--- src/rtl/rollback_ctrl_pkg.sv ---
// Shared types and width constants for the rollback sequencer.
// Optional build macro: ROLLBACK_PERF_EN (adds saturating perf counters to the top).
package rollback_ctrl_pkg;

    localparam int NUM_ROB   = 32;
    localparam int NUM_FL    = 32;
    localparam int NUM_LSQ   = 8;
    localparam int ROB_IDX_W = $clog2(NUM_ROB);
    localparam int FL_IDX_W  = $clog2(NUM_FL);
    localparam int LSQ_IDX_W = $clog2(NUM_LSQ);
    localparam int PC_W      = 64;

    typedef enum logic [1:0] {
        RB_IDLE   = 2'd0,
        RB_FLUSH  = 2'd1,
        RB_REFILL = 2'd2
    } RB_STATE_t;

    typedef struct packed {
        logic                 valid;
        logic [ROB_IDX_W-1:0] rob_idx;
        logic [FL_IDX_W-1:0]  fl_idx;
        logic [LSQ_IDX_W-1:0] sq_idx;
        logic [LSQ_IDX_W-1:0] lq_idx;
        logic [PC_W-1:0]      target_pc;
    } rollback_req_t;

    // Age of a ROB entry relative to the head; wraps modulo the ROB size.
    function automatic logic [ROB_IDX_W-1:0] rob_age(input logic [ROB_IDX_W-1:0] idx,
                                                     input logic [ROB_IDX_W-1:0] head);
        return idx - head;
    endfunction

endpackage

--- src/rtl/rollback_oldest_sel.sv ---
// Oldest-request selector: pairwise reduction tree over the requesters.
// Ties resolve to the lower requester index (left child wins on equal age).
module rollback_oldest_sel #(
    parameter int NUM_REQ = 4,
    parameter int ROB_W   = 5,
    parameter int IDX_W   = (NUM_REQ > 1) ? $clog2(NUM_REQ) : 1
) (
    input  logic [NUM_REQ-1:0]       req_valid,
    input  logic [NUM_REQ*ROB_W-1:0] req_rob_idx,
    input  logic [ROB_W-1:0]         rob_head_idx,
    output logic [IDX_W-1:0]         win_idx,
    output logic [ROB_W-1:0]         win_dist,
    output logic                     any_valid
);

    localparam int LVLS   = (NUM_REQ > 1) ? $clog2(NUM_REQ) : 1;
    localparam int LEAVES = 1 << LVLS;

    logic             node_v [LEAVES];
    logic [ROB_W-1:0] node_d [LEAVES];
    logic [IDX_W-1:0] node_i [LEAVES];
    logic             take_r;

    // Fill leaves with per-request age, then reduce level by level in place.
    always_comb begin
        take_r = 1'b0;
        for (int i = 0; i < LEAVES; i++) begin
            node_v[i] = 1'b0;
            node_d[i] = '0;
            node_i[i] = '0;
        end
        for (int i = 0; i < NUM_REQ; i++) begin
            node_v[i] = req_valid[i];
            node_d[i] = req_rob_idx[i*ROB_W +: ROB_W] - rob_head_idx;
            node_i[i] = IDX_W'(i);
        end
        for (int l = 1; l <= LVLS; l++) begin
            for (int k = 0; k < (LEAVES >> l); k++) begin
                take_r = node_v[2*k+1] &&
                         (!node_v[2*k] || (node_d[2*k+1] < node_d[2*k]));
                if (take_r) begin
                    node_v[k] = node_v[2*k+1];
                    node_d[k] = node_d[2*k+1];
                    node_i[k] = node_i[2*k+1];
                end else begin
                    node_v[k] = node_v[2*k];
                    node_d[k] = node_d[2*k];
                    node_i[k] = node_i[2*k];
                end
            end
        end
    end

    assign win_idx   = node_i[0];
    assign win_dist  = node_d[0];
    assign any_valid = node_v[0];

endmodule

--- src/rtl/rollback_ctrl.sv ---
// Rollback sequencer: picks the oldest rollback request, pulses rollback/redirect
// for one cycle, then stalls fetch for STALL_CYCLES. Strictly older requests
// arriving mid-recovery preempt; anything else during recovery is dropped.
// Optional build macro: ROLLBACK_PERF_EN adds perf_rollback_cnt/perf_preempt_cnt/perf_drop_cnt.
// Handshake: req_valid is a one-cycle qualifier with no ready; consumers must
// qualify the rollback index/pc outputs with rollback_en.
module rollback_ctrl
    import rollback_ctrl_pkg::*;
#(
    parameter int NUM_REQ      = 4,
    parameter int ROB_W        = ROB_IDX_W,
    parameter int FL_W         = FL_IDX_W,
    parameter int LSQ_W        = LSQ_IDX_W,
    parameter int STALL_CYCLES = 2
) (
    input  logic                     clock,
    input  logic                     reset,
    input  logic [NUM_REQ-1:0]       req_valid,
    input  logic [NUM_REQ*ROB_W-1:0] req_rob_idx,
    input  logic [NUM_REQ*FL_W-1:0]  req_fl_idx,
    input  logic [NUM_REQ*LSQ_W-1:0] req_sq_idx,
    input  logic [NUM_REQ*LSQ_W-1:0] req_lq_idx,
    input  logic [NUM_REQ*64-1:0]    req_target_pc,
    input  logic [ROB_W-1:0]         rob_head_idx,
    output logic                     rollback_en,
    output logic [ROB_W-1:0]         rob_rollback_idx,
    output logic [FL_W-1:0]          fl_rollback_idx,
    output logic [LSQ_W-1:0]         sq_rollback_idx,
    output logic [LSQ_W-1:0]         lq_rollback_idx,
    output logic                     redirect_valid,
    output logic [63:0]              redirect_pc,
    output logic                     fetch_stall,
    output logic                     busy,
    output logic [1:0]               state_dbg
`ifdef ROLLBACK_PERF_EN
    ,
    output logic [31:0]              perf_rollback_cnt,
    output logic [31:0]              perf_preempt_cnt,
    output logic [31:0]              perf_drop_cnt
`endif
);

    localparam int IDX_W = (NUM_REQ > 1) ? $clog2(NUM_REQ) : 1;
    localparam int CNT_W = (STALL_CYCLES > 0) ? $clog2(STALL_CYCLES + 1) : 1;

    localparam logic [1:0] ST_IDLE   = RB_IDLE;
    localparam logic [1:0] ST_FLUSH  = RB_FLUSH;
    localparam logic [1:0] ST_REFILL = RB_REFILL;

    logic [1:0]       state_q, state_d;
    logic [CNT_W-1:0] cnt_q, cnt_d;
    rollback_req_t    lat_q, lat_d;
    rollback_req_t    win_req;
    logic [IDX_W-1:0] win_idx;
    logic [ROB_W-1:0] win_dist;
    logic [ROB_W-1:0] lat_dist;
    logic             any_valid;
    logic             preempt;

    rollback_oldest_sel #(
        .NUM_REQ (NUM_REQ),
        .ROB_W   (ROB_W),
        .IDX_W   (IDX_W)
    ) u_sel (
        .req_valid    (req_valid),
        .req_rob_idx  (req_rob_idx),
        .rob_head_idx (rob_head_idx),
        .win_idx      (win_idx),
        .win_dist     (win_dist),
        .any_valid    (any_valid)
    );

    // Gather the winning requester's restore fields.
    always_comb begin
        win_req = '0;
        for (int i = 0; i < NUM_REQ; i++) begin
            if (IDX_W'(i) == win_idx) begin
                win_req.valid     = req_valid[i];
                win_req.rob_idx   = req_rob_idx[i*ROB_W +: ROB_W];
                win_req.fl_idx    = req_fl_idx[i*FL_W +: FL_W];
                win_req.sq_idx    = req_sq_idx[i*LSQ_W +: LSQ_W];
                win_req.lq_idx    = req_lq_idx[i*LSQ_W +: LSQ_W];
                win_req.target_pc = req_target_pc[i*64 +: 64];
            end
        end
    end

    // Recovery FSM; the latched age is recomputed every cycle against the live head.
    always_comb begin
        state_d  = state_q;
        cnt_d    = cnt_q;
        lat_d    = lat_q;
        lat_dist = rob_age(lat_q.rob_idx, rob_head_idx);
        preempt  = (state_q != ST_IDLE) && lat_q.valid && any_valid && (win_dist < lat_dist);
        case (state_q)
            ST_IDLE: begin
                if (any_valid) begin
                    state_d = ST_FLUSH;
                    lat_d   = win_req;
                end
            end
            ST_FLUSH: begin
                if (preempt) begin
                    state_d = ST_FLUSH;
                    lat_d   = win_req;
                end else if (STALL_CYCLES > 0) begin
                    state_d = ST_REFILL;
                    cnt_d   = CNT_W'(STALL_CYCLES);
                end else begin
                    state_d = ST_IDLE;
                end
            end
            ST_REFILL: begin
                if (preempt) begin
                    state_d = ST_FLUSH;
                    lat_d   = win_req;
                end else if (cnt_q <= CNT_W'(1)) begin
                    state_d = ST_IDLE;
                    cnt_d   = '0;
                end else begin
                    cnt_d = cnt_q - CNT_W'(1);
                end
            end
            default: begin
                state_d = ST_IDLE;
                cnt_d   = '0;
            end
        endcase
    end

    // State, stall counter and latched winner registers.
    always_ff @(posedge clock or negedge reset) begin
        if (!reset) begin
            state_q <= ST_IDLE;
            cnt_q   <= '0;
            lat_q   <= '0;
        end else begin
            state_q <= state_d;
            cnt_q   <= cnt_d;
            lat_q   <= lat_d;
        end
    end

    assign rollback_en      = (state_q == ST_FLUSH);
    assign redirect_valid   = rollback_en;
    assign fetch_stall      = (state_q != ST_IDLE);
    assign busy             = (state_q != ST_IDLE);
    assign state_dbg        = state_q;
    assign rob_rollback_idx = lat_q.rob_idx;
    assign fl_rollback_idx  = lat_q.fl_idx;
    assign sq_rollback_idx  = lat_q.sq_idx;
    assign lq_rollback_idx  = lat_q.lq_idx;
    assign redirect_pc      = lat_q.target_pc;

`ifdef ROLLBACK_PERF_EN
    logic [31:0] perf_rb_q, perf_rb_d;
    logic [31:0] perf_pre_q, perf_pre_d;
    logic [31:0] perf_drop_q, perf_drop_d;
    logic        drop;

    // Saturating event counters.
    always_comb begin
        drop        = (state_q != ST_IDLE) && any_valid && !preempt;
        perf_rb_d   = perf_rb_q;
        perf_pre_d  = perf_pre_q;
        perf_drop_d = perf_drop_q;
        if (rollback_en && (perf_rb_q != 32'hFFFF_FFFF)) perf_rb_d = perf_rb_q + 32'd1;
        if (preempt && (perf_pre_q != 32'hFFFF_FFFF)) perf_pre_d = perf_pre_q + 32'd1;
        if (drop && (perf_drop_q != 32'hFFFF_FFFF)) perf_drop_d = perf_drop_q + 32'd1;
    end

    // Perf counter registers.
    always_ff @(posedge clock or negedge reset) begin
        if (!reset) begin
            perf_rb_q   <= '0;
            perf_pre_q  <= '0;
            perf_drop_q <= '0;
        end else begin
            perf_rb_q   <= perf_rb_d;
            perf_pre_q  <= perf_pre_d;
            perf_drop_q <= perf_drop_d;
        end
    end

    assign perf_rollback_cnt = perf_rb_q;
    assign perf_preempt_cnt  = perf_pre_q;
    assign perf_drop_cnt     = perf_drop_q;
`endif

endmodule

--- config.mk ---
export PLATFORM = sky130hd
export DESIGN_NAME = rollback_ctrl
export DESIGN_NICKNAME = d
export VERILOG_FILES = /design/src/rtl/rollback_ctrl_pkg.sv /design/src/rtl/rollback_oldest_sel.sv /design/src/rtl/rollback_ctrl.sv
export SDC_FILE = /design/constraint.sdc
export NUM_CORES = 1
export LEC_CHECK = 0
export ABC_AREA = 1
export BUFFER_PORTS_ARGS = -buffer_cell sky130_fd_sc_hd__buf_4
export CAP_MARGIN = 20
export CORE_AREA = 2 2 160 162
export CTS_CLUSTER_SIZE = 24
export DETAILED_ROUTE_END_ITERATION = 16
export DIE_AREA = 0 0 162 164
export SLEW_MARGIN = 0
export SYNTH_ARGS = -nofsm -noshare
export SYNTH_HDL_FRONTEND = slang
export SYNTH_SLANG_ARGS = --single-unit
--- constraint.sdc ---
create_clock -name clock -period 8.86 [get_ports clock]
set_clock_uncertainty 0.15 [all_clocks]
set_input_delay 2.658 -clock clock [delete_from_list [all_inputs] [get_ports clock]]
set_output_delay 2.658 -clock clock [all_outputs]
set_load 0.05 [all_outputs]
==> metrics.txt, run 1 <==
CTS HTree Levels=3; min cycle time layout=slightly above 8 ns; num rows=just under 60; Die ar.=0.0266 mm²; Seq cells post-synth=85; cts bufs inserted=9; root buf cell=clkbuf_16; Worst path max stage delay=about 0.51 ns; vias=just under 9000; clk slew on worst S/H paths=0.07 ns; antenna-violating nets left=0; HPWL Detailed=around 23000 µm; Slowest cell on crit path=fa_1; number of global-route vias before repair=about 8300; Synth Warn #=0; Die X=162 µm; critical path class=input port to register; RSZ-0062 raised after global routing=false; initial DRC count=about 540; worst hold endpoint=lat_q[80]; CP arrival=slightly above 8 ns; hold path depth=2; core box area=approximately 0.025 mm²; hold path start=lat_q[80]; grt ovf=0; die height=164 µm; fmax=between 100 and 150 MHz; Worst setup EP type=register; HP Class=register to register; R2R setup slack=~5.4 ns; DRC=0; pre-CTS setup slack=0.348 ns; # IOs=about 420; cell count after synthesis=1137; clk sinks=85; Rel. slew slack=33.4%; # diodes=0; crit path max fanout=57; count of input and output buffers=approximately 420; first-pass GRT wire length=about 45000 µm; count of unique library cells instantiated by Yosys=28; pwr/cell area=approximately 350 mW/mm²; most frequent CP cell=nand2_1; Power Total=3660 µW; Placer Congestion=between 0.8 and 0.9; Filler cells=~2600; Via density=roughly 4.9; initial antenna violation count=0; Setup-failing EPs final=0; share of cells above drive strength 1=32.1%; Worst Setup Start Kind=input port; Slew @ Worst Pin=between 0.9 and 1 ns; GRT Overall Usage=a little over a fifth; Initial Utilization=a little under a third; Routed WL=between 20000 and 30000 µm; Fin. Hold Viols=0; VDD IR max=roughly 0.24 mV; Mapped Avg Cell Area=roughly 6.6 µm²; 1st-pass router iterations=7; Final #Nets=roughly 1800; worst reg2reg path startpoint=rob_rollback_idx[0]; status=complete, no violations; largest net degree at the start of global routing=between 80 and 90; synthesized cell area=0.00746 mm²; CTS tree=yes; R2R cell count=17; count of pins over their slew limit=0; setup TNS=0 ns; Routed WL per cell=about 17 µm; clock insertion delay at the later pin of the skew report=~0.34 ns; Worst Setup SP=rob_head_idx[1]; Post-CTS Setup Bufs=0; Final WS setup=approximately 0.8 ns; commonest non-fill, non-tap cell in the layout=nand2_1; max cap viols=0; fin crit share=91.0%; Static Leak=approximately 0.0056 µW; Layout area overhead=42.2%; Longest Clk Path Bufs=2; syn_nets=about 1500; Reg-to-Reg End=redirect_pc[20]; post-synthesis sequential area ratio=about 29%; CP required=8.93 ns; most frequent cells in the layout=nand2_1, buf_4, nand3_1
[logic make-up after synthesis]
logic type,Yosys count,share of synthesized area [%]
buffers and inverters,194,14.6
AOI/OAI and AO/OA,38,2.79
DFF,85,28.5
xor gates and xnor gates,16,1.88
and+or+nand+nor,760,44.3
adders and majority gates,44,7.89
[cell usage after synthesis]
library cell    n  area, µm²
buf_4          82        616
clkbuf_1       23       86.3
o211ai_1        1       7.51
fa_1            5        100
or2_2           3       18.8
a31oi_1         2       12.5
o21ai_0        18       90.1
nor4_1          1       6.26
o21ai_2         1       8.76
nor2_1          7       26.3
inv_2           2       7.51
a211oi_1        1       7.51
nand2_2         1       6.26
xor2_1          6       52.6
nand4_1        81        507
xnor2_1        10       87.6
ha_1           39        488
nor2_2          1       6.26
a21oi_1        13       65.1
nand3_1       184        921
a21oi_2         1       8.76
nand2_1       481       1810
buf_1           1       3.75
and2_1          1       6.26
a21o_1          1       7.51
dfrtp_1        85       2130
inv_1          42        158
buf_2          44        220
[sequential cells by signal (all words and copies together) (netlist names)]
register	count
lat_q	1
lq_rollback_idx	3
cnt_q	2
sq_rollback_idx	3
rob_rollback_idx	5
state_dbg	2
fl_rollback_idx	5
redirect_pc	64
[timing repair]
action / CTS / global route
endpoints found under the setup margin: 0 / 57
hold buffers: 0 / 0
resized for setup: 0 / 1
[area by class of cell]
| type | count | area [µm²] | share of cell area, % |
|---|---|---|---|
| clock buffer | 10 | 239 | 2.25 |
| tap | 330 | 413 | 3.89 |
| inverter | 44 | 165 | 1.56 |
| clock inverter | 6 | 77.6 | 0.731 |
| multi-input combinational | 858 | 4300 | 40.5 |
| timing repair buffer | 429 | 3280 | 31.0 |
| sequential | 85 | 2130 | 20.1 |
[critical path: cells and delay by family]
family | cells | cell delay [ns]
compound gates | 7 | 0.96
xor+xnor | 1 | 0.24
fa+ha+maj | 4 | 1.38
buf+inv | 6 | 1.06
simple gates | 17 | 1.81
[worst max path at each step]
stage | endpoint | slack (ns)
4_1_cts | redirect_pc[57] | 0.70
6_report | redirect_pc[20] | 0.80
2_1_floorplan | rob_rollback_idx[1] | 1.21
5_1_grt | redirect_pc[21] | 0.11
3_3_place_gp | redirect_pc[24] | 0.38
3_5_place_dp | redirect_pc[2] | 0.35
[per-stage QoR]
stage	instances	hold WS, ns	util [%]	area, µm²
floorplan	1137	0.276	-	7460
global placement	1746	0.309	41.4	10300
detailed placement	1746	0.304	41.4	10300
CTS	1762	0.324	42.7	10600
global route	1762	0.358	42.7	10600
finish	1762	0.321	42.7	10600
[power breakdown]
group	internal, µW	switching [µW]	leakage, µW	total (µW)
clock network	232	175	0.000153	407
logic	813	1770	0.00441	2590
registers	568	100	0.00109	669
[routing by layer]
metal / share of wire, % / GRT usage [%] / wire, µm / vias up
li1: - / - / - / 4245
met1: 41 / 26.2 / 12300 / 4028
met2: 50 / 37.5 / 14700 / 314
met3: 6.3 / 4.09 / 1860 / 56
met4: 2.9 / 7.12 / 864 / 0
met5: 0 / 0 / 0 / -
Power figures use the tool's default switching activity.
==> run 2, diff against run 1 <==
- ABC_AREA: 1 -> default
- CORE_AREA: 2 2 160 162 -> 2 2 161 163
- CTS_CLUSTER_DIAMETER: default -> 100
- CTS_CLUSTER_SIZE: 24 -> default
- DIE_AREA: 0 0 162 164 -> 0 0 163 165
==> metrics.txt, run 2 <==
status=complete, no violations; first-pass GRT wire length=41900 µm; EDFF count, synth=0; post-synthesis sequential area ratio=27.4%; worst reg2reg path startpoint=rob_rollback_idx[0]; Core Util, Final=between 40 and 50%; top_reg_cell synth=dfrtp_1; # IOs=417; largest net degree at the start of global routing=49; cts bufs inserted=9; HPWL Detailed=~22000 µm; Reg-to-Reg End=sq_rollback_idx[2]; Fin. Hold Viols=0; Post-synth top cells=buf_4, mux2i_1, dfrtp_1; Setup-failing EPs final=0; commonest non-fill, non-tap cell in the layout=buf_4; # diodes=0; P_int=around 2500 µW; Static Leak=about 0.0056 µW; CP arrival=approximately 8.8 ns; Worst setup EP type=register; Synth Warn #=0; Largest register FFs=between 60 and 70; min cycle time layout=slightly below 9 ns; Die X=approximately 160 µm; fmax=115 MHz; clock insertion delay at the later pin of the skew report=0.34 ns; sw power=approximately 2300 µW; sequential share of power=15.0%; CTS HTree Levels=3; Worst Setup Start Kind=input port; max cap viols=0; Layout area overhead=50.0%; Worst path max stage delay=approximately 0.34 ns; clk sinks=85; crit path max fanout=8; share of synthesized flip-flops with an asynchronous set or reset=100%; die height=165 µm; Area contributors post-synth=dfrtp_1, mux2_2, mux2i_1, o32ai_1, buf_4; critical path class=input port to register; Seq cells post-synth=between 80 and 90; final hold slack=roughly 0.32 ns; Initial Utilization=a little under a third; Slowest cell on crit path=mux2_2; count of input and output buffers=between 400 and 500; antenna-violating nets left=0; Final #Nets=1491; GRT Overall Usage=between 20% and 30%; HP Class=register to register; Slew @ Worst Pin=0.896 ns; Longest Clk Path Bufs=2; count of unique library cells instantiated by Yosys=52; most frequent CP cell=a21oi_2; VDD IR max=about 0.17 mV; syn_nets=roughly 1100; share of cells above drive strength 1=between 50% and 60%; Mapped Avg Cell Area=10.3 µm²; share of the synthesized area in the top cell type=between 20 and 30%; 1st-pass router iterations=5; initial DRC count=between 300 and 400; count leader, synth=buf_4; R2R setup slack=between 4 and 5 ns; Synth area leader=dfrtp_1; Rel. slew slack=40.2%; # hold bufs at CTS=0; number of global-route vias before repair=about 7600; Filler cells=about 2400; CP required=just under 9 ns; combinational fraction of design power=76.9%; hold path start=lat_q[80]; Routed WL per cell=20.6 µm; Clock power frac=between 8 and 9%; clk slew on worst S/H paths=around 0.07 ns; most frequent cells in the layout=buf_4, dfrtp_1, mux2i_1; hold path depth=1; Switching Fraction=between 40% and 50%; count of pins over their slew limit=0; CTS tree=yes; core box area=0.0250 mm²; R2R cell count=16; pwr/cell area=around 410 mW/mm²; Placer Congestion=between 0.8 and 0.9; Routed WL=29900 µm; fin crit share=roughly 98%; Die ar.=0.0269 mm²; num rows=58; grt ovf=0; Via density=between 5 and 6; DRC=0; initial antenna violation count=0; vias=between 7000 and 8000; cell count after synthesis=757; synthesized cell area=0.00777 mm²; root buf cell=clkbuf_16; worst hold endpoint=lat_q[80]
-- run 2: worst max-delay path: cells and delay by family --
family,cells,cell delay [ns]
AO/OA/AOI/OAI,11,2.09
adder cells (fa/ha/maj),5,1.37
multiplexers,4,0.90
buffers and inverters,6,0.87
AND/OR/NAND/NOR,4,0.63
XOR/XNOR,1,0.22
-- run 2: timing repair --
| action | CTS | global route |
|---|---|---|
| endpoints found under the setup margin | 0 | 84 |
| setup buffers | 0 | 16 |
| resized for setup | 0 | 33 |
-- run 2: stage by stage --
| step | cell area [µm²] | instances | setup slack (ns) | TNS [ns] | power, µW |
|---|---|---|---|---|---|
| 2_1_floorplan | 7870 | 757 | 0.00598 | 0 | 3280 |
| 3_3_place_gp | 10900 | 1409 | -0.166 | -10.63 | 3880 |
| 3_5_place_dp | 10900 | 1409 | -0.254 | -17.32 | 3920 |
| 4_1_cts | 11200 | 1424 | 0.100 | 0 | 4330 |
| 5_1_grt | 11600 | 1450 | -0.123 | -7.64 | 5090 |
| 6_report | 11600 | 1450 | 0.185 | 0 | 4810 |
-- run 2: metal layers --
metal	wire [µm]	vias to the layer above	global-route usage [%]	part of all wire [%]
met4	739	0	8.05	2.5
met2	15100	325	36.5	51
li1	-	3559	-	-
met5	0	-	0	0
met3	2070	35	4.29	6.9
met1	11900	3603	23.4	40
-- run 2: worst max-delay path by stage --
stage | cells past startpoint | slack, ns | to | start
finish | 31 | 0.18 | sq_rollback_idx[2] | rob_head_idx[1]
global route | 31 | -0.12 | redirect_pc[13] | rob_head_idx[1]
CTS | 27 | 0.10 | redirect_pc[47] | rob_head_idx[1]
detailed placement | 28 | -0.25 | redirect_pc[31] | rob_head_idx[1]
global placement | 27 | -0.17 | redirect_pc[63] | rob_head_idx[1]
floorplan | 32 | 0.006 | fl_rollback_idx[0] | rob_head_idx[1]
-- run 2: cells by family after synthesis --
| logic type | Yosys count | share of synthesized area [%] |
|---|---|---|
| DFF | 85 | 27.4 |
| adders and majority gates | 45 | 7.72 |
| buffers and inverters | 174 | 14.0 |
| xor gates and xnor gates | 21 | 2.56 |
| and+or+nand+nor | 38 | 2.64 |
| AOI/OAI and AO/OA | 224 | 22.5 |
| muxes | 170 | 23.2 |
-- run 2: final cells by class --
class	instances	area [µm²]	share of cell area, %
inverters	29	113	0.967
clock buffers	9	225	1.93
multi-input cells	498	4760	40.9
well taps	330	413	3.54
flip-flops and latches	85	2130	18.3
clock inverters	6	71.3	0.612
repair buffers	493	3940	33.8
-- run 2: power groups by stage --
stage	registers [µW]	clock network, µW	logic (µW)
after floorplan	705	0	2570
after global placement	723	0	3160
after detailed placement	728	0	3190
after CTS	724	408	3190
after global routing	752	422	3920
final	722	391	3700
